File: config.mk
export PLATFORM = sky130hd
export DESIGN_NAME = draw_port_arbiter
export DESIGN_NICKNAME = d
export VERILOG_FILES = /design/src/rtl/draw_port_arbiter.sv
export SDC_FILE = /design/constraint.sdc
export NUM_CORES = 1
export LEC_CHECK = 0
export BUFFER_PORTS_ARGS = -buffer_cell sky130_fd_sc_hd__buf_2
export CAP_MARGIN = 20
export CORE_AREA = 2 2 92 94
export DETAILED_ROUTE_END_ITERATION = 12
export DIE_AREA = 0 0 94 96
export GPL_TIMING_DRIVEN = 0
export PLACE_DENSITY = 0.67
export SKIP_CTS_REPAIR_TIMING = 1
export SYNTH_ARGS = -nofsm -noshare
export SYNTH_HDL_FRONTEND = slang
export SYNTH_SLANG_ARGS = --single-unit
File: constraint.sdc
create_clock -name clk -period 2.3 [get_ports clk]
set_clock_uncertainty 0.1 [all_clocks]
set_input_delay 0.115 -clock clk [delete_from_list [all_inputs] [get_ports clk]]
set_output_delay 0.115 -clock clk [all_outputs]
set_load 0.02 [all_outputs]
File: src/rtl/draw_port_arbiter.sv
// Round-robin arbiter that lets one draw engine at a time drive the VGA write port.
// It releases the winning engine's reset, forwards its pixels and waits for done or a watchdog.
module draw_port_arbiter #(
    parameter int N_REQ   = 4,
    parameter int TIMEOUT = 4096
) (
    input  logic               clk,
    input  logic               reset,
    input  logic [N_REQ-1:0]   req,
    input  logic [8*N_REQ-1:0] src_x,
    input  logic [7*N_REQ-1:0] src_y,
    input  logic [9*N_REQ-1:0] src_colour,
    input  logic [N_REQ-1:0]   src_done,
    output logic [N_REQ-1:0]   run,
    output logic [7:0]         vga_x,
    output logic [6:0]         vga_y,
    output logic [8:0]         vga_colour,
    output logic               vga_plot,
    output logic               busy,
    output logic [1:0]         grant_id,
    output logic [N_REQ-1:0]   grant_done,
    output logic               timeout_err
);
    localparam int WD_W = $clog2(TIMEOUT) + 1;
    localparam logic [N_REQ-1:0] ONE = {{(N_REQ-1){1'b0}}, 1'b1};

    typedef enum logic [1:0] {IDLE, ARM, DRAW, RELEASE} state_t;

    state_t          state_reg;
    logic [1:0]      ptr_reg;
    logic            arm_reg;
    logic [WD_W-1:0] wdog_reg;

    logic [7:0] x_arr [N_REQ];
    logic [6:0] y_arr [N_REQ];
    logic [8:0] c_arr [N_REQ];

    for (genvar gi = 0; gi < N_REQ; gi++) begin : g_slice
        assign x_arr[gi] = src_x[8*gi +: 8];
        assign y_arr[gi] = src_y[7*gi +: 7];
        assign c_arr[gi] = src_colour[9*gi +: 9];
    end

    // First requester found after the last grant, wrapping modulo N_REQ.
    logic [1:0] winner;
    logic [1:0] cand;
    logic       found;
    always_comb begin
        winner = ptr_reg;
        cand   = ptr_reg;
        found  = 1'b0;
        for (int k = 1; k <= N_REQ; k++) begin
            cand = 2'((int'(ptr_reg) + k) % N_REQ);
            if (!found && req[cand]) begin
                winner = cand;
                found  = 1'b1;
            end
        end
    end

    assign busy = (state_reg != IDLE);

    always_ff @(posedge clk or posedge reset) begin
        if (reset) begin
            state_reg   <= IDLE;
            ptr_reg     <= 2'(N_REQ - 1);
            arm_reg     <= 1'b0;
            wdog_reg    <= '0;
            run         <= '0;
            vga_x       <= '0;
            vga_y       <= '0;
            vga_colour  <= '0;
            vga_plot    <= 1'b0;
            grant_id    <= '0;
            grant_done  <= '0;
            timeout_err <= 1'b0;
        end else begin
            grant_done  <= '0;
            timeout_err <= 1'b0;
            vga_plot    <= 1'b0;
            case (state_reg)
                IDLE: begin
                    if (|req) begin
                        grant_id  <= winner;
                        run       <= ONE << winner;
                        wdog_reg  <= '0;
                        arm_reg   <= 1'b0;
                        state_reg <= ARM;
                    end
                end
                ARM: begin
                    // Two cycles: engine leaves reset, then its ROM read settles.
                    arm_reg <= 1'b1;
                    if (arm_reg) begin
                        state_reg <= DRAW;
                    end
                end
                DRAW: begin
                    vga_x      <= x_arr[grant_id];
                    vga_y      <= y_arr[grant_id];
                    vga_colour <= c_arr[grant_id];
                    if (src_done[grant_id]) begin
                        grant_done <= ONE << grant_id;
                        state_reg  <= RELEASE;
                    end else if (wdog_reg == WD_W'(TIMEOUT - 1)) begin
                        timeout_err <= 1'b1;
                        state_reg   <= RELEASE;
                    end else begin
                        vga_plot <= 1'b1;
                        wdog_reg <= wdog_reg + 1'b1;
                    end
                end
                RELEASE: begin
                    run       <= '0;
                    ptr_reg   <= grant_id;
                    state_reg <= IDLE;
                end
                default: state_reg <= IDLE;
            endcase
        end
    end
endmodule

==> results.json <==
{
  "status": "complete, no violations",
  "synth-xor-area-share": 0,
  "regToRegSetupSlack_ns": 0.19,
  "syn_avg_cell_area_um2": 12.3,
  "io-pin-count": 143,
  "grt_usage": 0.181,
  "drv_slew": 0,
  "finalCritPeriodShare": 0.917,
  "powerDensity_mw_per_mm2": 1170,
  "final_common_cell": "buf_2",
  "place_ws_ns": -0.101,
  "cts.clk_slew.worst_paths_ns": 0.11,
  "fillers": 742,
  "yosysWarningCount": 0,
  "path_class": "reg -> reg",
  "htree_levels": 2,
  "final_core_util": 0.518,
  "synth_compound_area_frac": 0.0935,
  "fmax_mhz": 474,
  "syn_to_final_growth_pct": 33.9,
  "path_max_fanout": 8,
  "numCtsBuffers": 5,
  "end_kind": "flop",
  "placed_area_mm2": 0.00398,
  "coreArea_mm2": 0.00805,
  "syn_inst": 253,
  "cpLargestDelayFamily": "simple AND/OR/NAND/NOR gates",
  "mostFrequentLayoutCells": "146 x buf_2, 52 x dfrtp_1, 28 x mux2_2",
  "critPathLaunch": "state_reg[0]",
  "worst_pin_slew_ns": 0.626,
  "gp_congestion": 0.792,
  "synth_adder_area_share": 0.0241,
  "critPathCapture": "wdog_reg[6]",
  "critPathArrivalTime_ns": 2.26,
  "syn-num-nets": 365,
  "maxCapViolCount": 0,
  "antenna_found_initial": 0,
  "worst-path-stages": 7,
  "insertion_delay_ns": 0.32,
  "ys_ff_latch": 54,
  "num_vias": 2729,
  "start_util": 0.387,
  "largest_register_ffs": 13,
  "routed_wirelength_um": 7690,
  "reg2reg_from": "state_reg[0]",
  "setup_violations": 0,
  "drtPass1Iterations": 5,
  "p_leak_nw": 1.98,
  "layout-drive-gt1-share": 0.539,
  "hpwlAfterDp_um": 6050,
  "min_path_type": "in -> reg",
  "cts_tree": "done",
  "die-area_mm2": 0.00902,
  "critPathBufInv": 1,
  "synth-simple-area-share": 0.135,
  "p_total_mw": 4.87,
  "drc": 0,
  "finalWorstSetupSlack_ns": 0.191,
  "regToRegEndpoint": "wdog_reg[6]",
  "dieHeight_um": 96,
  "grt_pass1_vias": 2788,
  "finalNetCount": 519,
  "path_cells": "inv_2, ha_4, nand2_1, o22ai_4, nand3_4, or4_1, nand3_1",
  "antenna_cells": 0,
  "synth_top_family_by_area": "multiplexers",
  "cp_slowest_stage_delay_ns": 0.50,
  "ys_seq_area_frac": 0.434,
  "wl_per_cell_um": 15.0,
  "netlist_area_mm2": 0.00312,
  "grt_max_degree": 44,
  "clockBufferDepth": 2,
  "die_w_um": 94,
  "finalCriticalPeriod_ns": 2.11,
  "fin_area_mm2": 0.00417,
  "timing.hold.ws_ns": 0.137,
  "r2r_cells": 7,
  "drt-initial-drc-count": 68,
  "rsz0062_at_grt": "false",
  "ys_types": 45,
  "cts_root_buf": "clkbuf_8",
  "finalSetupTns_ns": 0,
  "slew_headroom": 0.583,
  "yosys-mux-area-fraction": 0.283,
  "io_buffers": 142,
  "start_kind": "flop",
  "required_ns": 2.45,
  "grt-ovfl-total": 0,
  "final_cell_count_no_fill": 513,
  "vdd_drop_max_mv": 0.549,
  "final_hold_viol_count": 0,
  "ant_nets": 0,
  "cts_sinks": 54,
  "cp_slowest_cell": "or4_1",
  "placedCellCount": 501,
  "grt_first_pass_wirelength_um": 12800,
  "via_per_inst": 5.32,
  "rows": 33
}
how the worst min path moves through the flow:
stage              startpoint       endpoint  slack [ns]  depth (start not counted)
2_1_floorplan     src_done[1]  grant_done[1]        0.13                          2
3_3_place_gp      src_done[3]  grant_done[3]        0.25                          3
3_5_place_dp            reset       vga_plot       -0.02                          2
4_1_cts                 reset       vga_plot       -0.37                          2
5_1_grt         src_colour[5]  vga_colour[5]        0.14                          3
6_report       src_colour[31]  vga_colour[4]        0.14                          3
where the power goes:
group	total [mW]	switching (mW)	internal (mW)	leakage [nW]
clock	0.659	0.332	0.327	0.0585
combinational	2.68	1.41	1.27	1.24
sequential	1.54	0.216	1.32	0.676
total	4.87	1.96	2.92	1.98
synth_stat cells (all sizes together):
cell | instances | share of area
a211o | 3 | 0.0084
a211oi | 1 | 0.0024
a21boi | 1 | 0.0024
a21o | 1 | 0.0024
a21oi | 4 | 0.0064
a221o | 2 | 0.0064
a221oi | 1 | 0.0028
a22oi | 2 | 0.0048
a32oi | 2 | 0.0056
and2 | 2 | 0.0040
and3 | 4 | 0.0080
and4 | 2 | 0.0056
and4b | 1 | 0.0032
buf | 7 | 0.012
clkbuf | 7 | 0.0084
dfrtp | 52 | 0.42
dfstp | 2 | 0.017
ha | 6 | 0.024
inv | 8 | 0.0096
mux2 | 29 | 0.11
mux2i | 1 | 0.0032
mux4 | 24 | 0.17
nand2 | 24 | 0.030
nand2b | 7 | 0.014
nand3 | 13 | 0.024
nand3b | 1 | 0.0024
nand4 | 2 | 0.0040
nor2 | 9 | 0.011
nor3 | 2 | 0.0032
nor3b | 2 | 0.0048
nor4 | 2 | 0.0040
o2111ai | 1 | 0.0028
o211a | 2 | 0.0064
o211ai | 8 | 0.019
o21a | 1 | 0.0024
o21ai | 9 | 0.014
o22ai | 1 | 0.0064
or4 | 7 | 0.017
worst reg2reg max path: stages, from the launching register on:
cell	delay, ns
dfrtp_1	0.43
inv_2	0.12
ha_4	0.18
nand2_1	0.13
o22ai_4	0.33
nand3_4	0.16
or4_1	0.50
nand3_1	0.10
per-layer routing:
layer / GRT usage / vias up / routed length [um]
met1: 0.215 / 1348 / 3160
met3: 0.0345 / 9 / 448
met5: 0 / - / 0
li1: - / 1282 / -
met2: 0.330 / 90 / 3980
met4: 0.0604 / 0 / 92
kinds of logic (layout without fill, tap and decap cells):
kind of cell	after synthesis	after routing
and+or+nand+nor	78	78
muxes	54	54
AOI/OAI and AO/OA	39	39
buffers and inverters	22	177
adders and majority gates	6	6
DFF	54	54
cell type report:
class                           count  area [um^2]  share of cell area
Clock inverter                      3         43.8              0.0105
Multi-Input combinational cell    177         1700               0.407
Timing Repair Buffer              149          788               0.189
Sequential cell                    54         1350               0.324
Buffer                             12         57.6              0.0138
Inverter                            8         30.0             0.00719
Clock buffer                        5         68.8              0.0165
Tap cell                          105          131              0.0315
Power figures use the tool's default switching activity.
